[config.mk]
export PLATFORM = sky130hd
export DESIGN_NAME = passcode_scramble_register
export DESIGN_NICKNAME = d
export VERILOG_FILES = /design/src/rtl/passcode_scramble_register.sv
export SDC_FILE = /design/constraint.sdc
export NUM_CORES = 1
export LEC_CHECK = 0
export BUFFER_PORTS_ARGS = -buffer_cell sky130_fd_sc_hd__buf_2
export CORE_MARGIN = 2
export CORE_UTILIZATION = 37
export CTS_CLUSTER_SIZE = 8
export DETAILED_ROUTE_END_ITERATION = 16
export HOLD_SLACK_MARGIN = 0.12
export PLACE_DENSITY = 0.66
export SETUP_SLACK_MARGIN = 0.3
export SYNTH_ARGS = -nofsm -noshare
export SYNTH_HDL_FRONTEND = slang
export SYNTH_SLANG_ARGS = --single-unit
[constraint.sdc]
create_clock -name clk_i -period 1.9 [get_ports clk_i]
set_input_delay 0.095 -clock clk_i [delete_from_list [all_inputs] [get_ports clk_i]]
set_output_delay 0.095 -clock clk_i [all_outputs]
set_load 0.01 [all_outputs]
[src/rtl/passcode_scramble_register.sv]
// passcode_scramble_register
//
// Programming side of the passcode lock. While prog_en_i is high it collects
// a new 4-digit BCD passcode one digit at a time. On commit it scrambles the
// code into the stored digit order {d2,d1,d3,d0} and holds it on
// stored_code_o for the comparison stage. Reset loads the scrambled
// DEFAULT_CODE.
//
// Optional feature: define CONFIRM_ENTRY_EN for double-entry confirmation.
// The code must be keyed twice, and both entries must match before the
// write happens.
//
// Handshake: digit_valid_i, commit_i and cancel_i are single-cycle strobes
// sampled on every rising edge. There is no back-pressure, so an event that
// arrives in a state that cannot use it is rejected with an entry_error_o
// pulse or is dropped silently.
//
// Ports:
//   clk_i          clock; all logic runs on the rising edge
//   reset_i        synchronous, active-high reset
//   prog_en_i      programming mode; dropping it during entry aborts
//   digit_in_i     BCD digit; 0-9 are legal
//   digit_valid_i  strobe qualifying digit_in_i
//   commit_i       strobe: store the buffered code
//   cancel_i       strobe: abort the entry
//   stored_code_o  scrambled stored code {d2,d1,d3,d0}
//   code_written_o one-cycle pulse when stored_code_o is updated
//   entry_error_o  one-cycle pulse on a rejected event, timeout or mismatch
//   busy_o         high while an entry or write is in progress
//   digit_count_o  digits buffered in the current entry (0-4)
//   state_o        debug view of the FSM state
module passcode_scramble_register #(
  parameter logic [15:0] DEFAULT_CODE   = 16'h0000,
  parameter int          TIMEOUT_CYCLES = 0
) (
  input  logic        clk_i,
  input  logic        reset_i,
  input  logic        prog_en_i,
  input  logic [3:0]  digit_in_i,
  input  logic        digit_valid_i,
  input  logic        commit_i,
  input  logic        cancel_i,
  output logic [15:0] stored_code_o,
  output logic        code_written_o,
  output logic        entry_error_o,
  output logic        busy_o,
  output logic [2:0]  digit_count_o,
  output logic [2:0]  state_o
);

  typedef enum logic [2:0] {
    S_IDLE         = 3'd0,
    S_COLLECT      = 3'd1,
    S_READY        = 3'd2,
    S_WRITE        = 3'd3
`ifdef CONFIRM_ENTRY_EN
    ,
    S_CONF_COLLECT = 3'd4,
    S_CONF_READY   = 3'd5
`endif
  } state_t;

  // The idle counter is 16 bits wide, so TIMEOUT_CYCLES must not exceed 65535.
  localparam logic [15:0] TMO_LAST =
    (TIMEOUT_CYCLES > 0) ? 16'(TIMEOUT_CYCLES - 1) : 16'd0;

  function automatic logic [15:0] scramble(input logic [15:0] c);
    return {c[11:8], c[7:4], c[15:12], c[3:0]};
  endfunction

  state_t      state_q;
  logic [15:0] code_buf_q;
  logic [2:0]  count_q;
  logic [15:0] tmo_q;
  logic [15:0] stored_code_q;
  logic        code_written_q;
  logic        entry_error_q;
  logic        busy_q;
`ifdef CONFIRM_ENTRY_EN
  logic [15:0] confirm_buf_q;
`endif

  // Event classification for the entry states. The priority order is:
  // abort (cancel or prog_en low), then commit, then digit.
  logic in_entry, at_full, abort_req, commit_ok, digit_ok, reject, timeout_hit;

  always_comb begin
    in_entry = (state_q == S_COLLECT) || (state_q == S_READY);
    at_full  = (state_q == S_READY);
`ifdef CONFIRM_ENTRY_EN
    in_entry = in_entry || (state_q == S_CONF_COLLECT) || (state_q == S_CONF_READY);
    at_full  = at_full || (state_q == S_CONF_READY);
`endif
    abort_req = in_entry && (!prog_en_i || cancel_i);
    commit_ok = in_entry && !abort_req && commit_i && at_full;
    digit_ok  = in_entry && !abort_req && !commit_i && digit_valid_i &&
                !at_full && (digit_in_i <= 4'd9);
    reject    = in_entry && !abort_req &&
                ((commit_i && !at_full) || (!commit_i && digit_valid_i && !digit_ok));
    // The idle counter is cleared only by accepted digits and by state
    // changes, so rejected events still count toward the timeout.
    timeout_hit = (TIMEOUT_CYCLES > 0) && in_entry && !abort_req &&
                  !commit_ok && !digit_ok && (tmo_q == TMO_LAST);
  end

  always_ff @(posedge clk_i) begin
    if (reset_i) begin
      state_q        <= S_IDLE;
      code_buf_q     <= '0;
      count_q        <= '0;
      tmo_q          <= '0;
      stored_code_q  <= scramble(DEFAULT_CODE);
      code_written_q <= 1'b0;
      entry_error_q  <= 1'b0;
      busy_q         <= 1'b0;
`ifdef CONFIRM_ENTRY_EN
      confirm_buf_q  <= '0;
`endif
    end else begin
      code_written_q <= 1'b0;
      entry_error_q  <= reject || timeout_hit;
      busy_q         <= 1'b1;
      if (state_q == S_IDLE) begin
        busy_q <= prog_en_i;
        if (prog_en_i) begin
          state_q    <= S_COLLECT;
          count_q    <= '0;
          code_buf_q <= '0;
          tmo_q      <= '0;
        end
      end else if (state_q == S_WRITE) begin
        // The write always completes. busy_o stays high through the edge
        // that lands the code, so it falls one edge after stored_code_o
        // has settled.
        stored_code_q  <= scramble(code_buf_q);
        code_written_q <= 1'b1;
        state_q        <= S_IDLE;
        code_buf_q     <= '0;
      end else if (abort_req || timeout_hit) begin
        state_q    <= S_IDLE;
        busy_q     <= 1'b0;
        count_q    <= '0;
        code_buf_q <= '0;
        tmo_q      <= '0;
`ifdef CONFIRM_ENTRY_EN
        confirm_buf_q <= '0;
`endif
      end else if (commit_ok) begin
        count_q <= '0;
        tmo_q   <= '0;
`ifdef CONFIRM_ENTRY_EN
        if (state_q == S_READY) begin
          state_q       <= S_CONF_COLLECT;
          confirm_buf_q <= '0;
        end else if (confirm_buf_q == code_buf_q) begin
          state_q <= S_WRITE;
        end else begin
          state_q       <= S_IDLE;
          busy_q        <= 1'b0;
          code_buf_q    <= '0;
          confirm_buf_q <= '0;
          entry_error_q <= 1'b1;
        end
`else
        state_q <= S_WRITE;
`endif
      end else if (digit_ok) begin
        count_q <= count_q + 3'd1;
        tmo_q   <= '0;
`ifdef CONFIRM_ENTRY_EN
        if (state_q == S_CONF_COLLECT) begin
          confirm_buf_q <= {confirm_buf_q[11:0], digit_in_i};
          if (count_q == 3'd3) state_q <= S_CONF_READY;
        end else begin
          code_buf_q <= {code_buf_q[11:0], digit_in_i};
          if (count_q == 3'd3) state_q <= S_READY;
        end
`else
        code_buf_q <= {code_buf_q[11:0], digit_in_i};
        if (count_q == 3'd3) state_q <= S_READY;
`endif
      end else if (TIMEOUT_CYCLES > 0) begin
        tmo_q <= tmo_q + 16'd1;
      end
    end
  end

  assign stored_code_o  = stored_code_q;
  assign code_written_o = code_written_q;
  assign entry_error_o  = entry_error_q;
  assign busy_o         = busy_q;
  assign digit_count_o  = count_q;
  assign state_o        = state_q;

endmodule

# After elaboration in Yosys (flattened, before gate mapping)
# Cells that the tools add are included.
# classes
n_addsub	1
magnitude_cmp	1
eq_ne	7
muxes	23
bitwise	1
n_reduce_logical	30
# op_table
operator	count
$mux W16	6
$mux W3	13
$logic_and A1 B1 Y1	12
$reduce_bool A5 Y1	2
$eq A3 B2 Y1 const B	3
$reduce_and A3 Y1	3
$reduce_bool A4 Y1	2
$logic_not A1 Y1	5
$le A4 B4 Y1 const B	1
$mux W1	4
$ne A2 B2 Y1 const B	2
$ne A4 B2 Y1 const B	1
$add A3 B1 Y3 const B	1
$eq A3 B1 Y1 const B	1
$logic_not A3 Y1	1
$logic_or A1 B1 Y1	3
$reduce_and A2 Y1	1
$reduce_or A2 Y1	1
$not A1 Y1	1
# totals
reg_bits	41
inputBits	10
output_inout_bits	25
elab_cells	70

# Logic depth before layout (Yosys ltp)
# depth
ltp_word	14
mapped_depth	7
ltp_nobuf	6

# Least setup slack after synthesis
# OpenSTA, ideal clock, no wires.
# synth_timing
path_type	register -> register
from	register state_q[0], in the netlist state_o[0]
to	register count_q[0], in the netlist digit_count_o[0]
setup_ns	0.135
arrival_time_ns	1.618
required_ns	1.765
setup_slack_ns	0.146
stages_incl_launch_ff	7
path_buffers	0
period_less_slack_ns	1.754
cell_sequence	dfxtp_1 > inv_1 > ha_1 > nand3b_2 > nand3b_4 > a311oi_1 > a211oi_1
# synth_between
elab_chain_cells	11
word_cells_on_any_way	23
classes_between	eq/ne: 5; mux: 4; reduce/logical: 14
# synth_lines
item	line_no	text
start: declaration	71	state_t state_q;
start signal: assignment	108	state_q <= S_IDLE;
start signal: assignment	126	state_q <= S_COLLECT;
start signal: assignment	137	state_q <= S_IDLE;
$eq A3 B1 Y1 / $eq A3 B2 Y1 (equally long branches)	88, 89	
$logic_or A1 B1 Y1	88	in_entry = (state_q == S_COLLECT) || (state_q == S_READY);
$logic_and A1 B1 Y1	94	abort_req = in_entry && (!prog_en_i || cancel_i);
$logic_not A1 Y1	95, 96	
$logic_and A1 B1 Y1	95, 96	
$logic_and A1 B1 Y1 (on tied branches) (2 in a row)	95, 96	
$mux W3 / $logic_and A1 B1 Y1 (equally long branches)	148, 96	
$mux W3 / $logic_and A1 B1 Y1 (equally long branches)	139, 97	
$mux W3 / $reduce_bool A4 Y1 (equally long branches)	--	
$mux W3 / $reduce_and A3 Y1 (equally long branches)	--	
end signal: assignment	168	count_q <= count_q + 3'd1;
end: declaration	73	logic [2:0] count_q;
# Parallel ways exist; a longest one is shown, timed or not. The select of a mux whose other input is x is not followed.
# A chain may end at the register's enable or synchronous reset.

# Worst setup path in the final report
# layout_timing
from	register state_q[1], in the netlist state_o[1]
to	register count_q[2], in the netlist digit_count_o[2]
# The elaborated chain is that of the path after synthesis.

==> impl_metrics.toml <==
[status]
status = "finished clean"

[sta]
period_share_pct = 85.81
setup_violations = 0
fin_crit_ps = 1630
drv_slew = 0
rsz0062_at_grt = "true"
clock.fmax_ghz = 0.6133
worstMarginPinSlew_ps = 566.0
finalSetupTns_ps = 0
clock_skew_ps = 5.809
slew_headroom_pct = 62.27
hold_viol_final = 0

[logic_synthesis]
ys_seq_area_share_pct = 45.88
yosysWarnings = 0
netlist.area_leader.share_pct = 45.88
synthTopCellsByArea = "dfxtp_1 (46%), mux2i_1 (10%), nand4_1 (5.7%)"
synthFlopType = "dfxtp_1"
ys_types = 36
synth-seq-cells = 40
syn_area_um2 = 1745
synth_cells = 184
synth_edf_count = 0
syn-num-nets = 199
yosys.area.top_type = "dfxtp_1"
async_reset_ff_share_pct = 0
syn_avg_cell_area_um2 = 9.486

[global_route]
grtUsageMet2_pct = 23.54
antenna_found_initial = 0
grtUsageMet3_pct = 3.867
busiest_layer = "met2"
grt_pass1_wl_um = 6437
grt_pass1_vias = 1380
grt_overflow = 0
use_met1_pct = 21.05
grt_usage_pct = 15.38
grt_max_degree = 33

[clock_network]
clockBufferDepth = 2
cts.sinks = 40
clk_pin_slew_ps = 80
cts_root_buffer = "clkbuf_8"
cts_tree = "built"
clk-insertion-delay-late_ps = 300
htreeDepth = 2
cts_buffers = 5

[placement]
finalWeightedCongestion = 0.7950
placed_area_um2 = 1979
port-buffer-count = 33
dp_hpwl_um = 2428

[critical_path]
cp-start-kind = "register"
crit_required_ps = 2110
endpoint_kind = "register"
critPathMaxStageDelay_ps = 400
critPathKind = "reg2reg"
cp.arrival_ps = 1840
critical_path.max_fanout = 5
critical_path.cell_chain = "inv_4 -> ha_4 -> nand3b_4 -> buf_4 -> and3b_1 -> nand4b_1 -> o32ai_2"
crit_path_top_delay_cell = "dfxtp_4"

[route]
drt-total-wl_um = 3969
ant_nets = 0
firstDrtPassIters = 4
routedWlPerCell_um = 14.23
drc = 0
via_count = 1486
drt_iter0_drc = 68
viasPerCell = 5.326

[layout]
stdcell_area_um2 = 2273
syn_to_final_growth_pct = 30.25
multi_input_area_um2 = 949.7
nets = 241
drive_gt1_share_pct = 33.04
num-fill-cells = 446
layout.area.seq_um2 = 805.8
diodes = 0

[floorplanning]
die-area_um2 = 5283
core_um2 = 4444
start_util_pct = 39.27
rows = 24
die_h_um = 72.69
die_w_um = 72.69
pin_count = 35

[power]
totalPowerFinal_mw = 2.560
ir_drop_uv = 615.3
power.density_nw_per_um2 = 1126
p_leak_nw = 0.8889

[job]
cap_violations = 0

[worst_hold_path]
min_path_type = "in2reg"
cell usage after synthesis (2+ instances only):
cell       n
nor3b_1    2
ha_1       5
clkbuf_1   7
nor2_2     2
mux2i_1   18
o21ai_0   16
buf_2      4
dfxtp_1   40
o32ai_1    2
o21ai_1    3
inv_1      7
nor2_1    16
a21oi_1   18
nand4_1   16
buf_4      2
nand2b_1   6
stage by stage:
stage	util, %	hold WS (ps)	std cells	setup WS (ps)
final	51.15	149.7	279	269.6
after global routing	51.15	172.1	279	187.5
after CTS	49.58	132.8	277	260.2
after detailed placement	44.54	387.3	260	169.9
after global placement	44.54	377.1	260	178.2
after floorplan	-	249.3	184	308.6
layout by cell type (no fill, tap or decap), types with 3 or more instances in the layout:
cell type,instances
dfxtp_1,38
buf_2,33
mux2i_1,18
a21oi_1,18
nor2_1,16
nand4_1,16
buf_4,9
o21ai_0,8
o21ai_1,8
nand2b_1,6
inv_1,5
clkbuf_8,5
dlygate4sd3_1,5
o21ai_2,3
ha_1,3
worst paths after layout:
check,startpoint,end,slack [ps],cells past startpoint
max,state_o[1]$_SDFFE_PP0P_,digit_count_o[2]$_SDFFE_PP0P_,270,7
min,prog_en_i,busy_o$_SDFF_PP0_,150,3
max reg2reg,state_o[1]$_SDFFE_PP0P_,digit_count_o[2]$_SDFFE_PP0P_,270,7
min reg2reg,code_buf_q[14]$_SDFFE_PP0P_,code_buf_q[14]$_SDFFE_PP0P_,480,2
layer usage:
layer | vias up | wire length [um] | part of all wire, %
li1 | 743 | - | -
met1 | 702 | 1803 | 45
met2 | 37 | 1922 | 48
met3 | 4 | 198 | 5.0
met4 | 0 | 46 | 1.2
met5 | - | 0 | 0
layout make-up:
class / instances / area share, %
Sequential cell: 40 / 35.44
Multi-Input combinational cell: 122 / 41.77
Clock inverter: 3 / 2.036
Timing Repair Buffer: 49 / 13.43
Clock buffer: 5 / 3.027
Tap cell: 52 / 2.862
Inverter: 8 / 1.431
where the power goes:
| group | internal, mW | switching, mW | total [mW] | leakage (nW) |
|---|---|---|---|---|
| Clock | 0.396 | 0.318 | 0.714 | 0.0548 |
| Sequential | 0.888 | 0.0431 | 0.931 | 0.324 |
| Combinational | 0.381 | 0.535 | 0.915 | 0.510 |
flip-flops by register name, summed over array words and instances (netlist names):
register	cells
busy_o	1
code_buf_q	16
code_written_o	1
digit_count_o	3
entry_error_o	1
state_o	2
stored_code_o	16
worst max-delay path, delay by kind of cell (launching register included):
family          cells  cell delay (ps)
simple gates        3              520
buf+inv             2              200
fa+ha+maj           1              280
flops               1              400
compound gates      1              150
cells by family after synthesis:
group | Yosys count | synth area share (%)
AO/OA/AOI/OAI | 48 | 16.35
multiplexers | 18 | 10.32
flip-flops | 40 | 45.88
other | 1 | 0.2148
adder cells (fa/ha/maj) | 5 | 3.584
AND/OR/NAND/NOR | 50 | 17.78
buffers and inverters | 22 | 5.878
repair_timing:
item | CTS | global route
hold buffers | 5 | 0
buffers inserted | 4 | 1
hold endpoints to repair | 5 | 0
endpoints found under the setup margin | 21 | 21
gates resized for setup | 7 | 19
cloned | 0 | 1
pin swaps | 5 | 5
No activity file was read; power rests on OpenSTA's default activity.
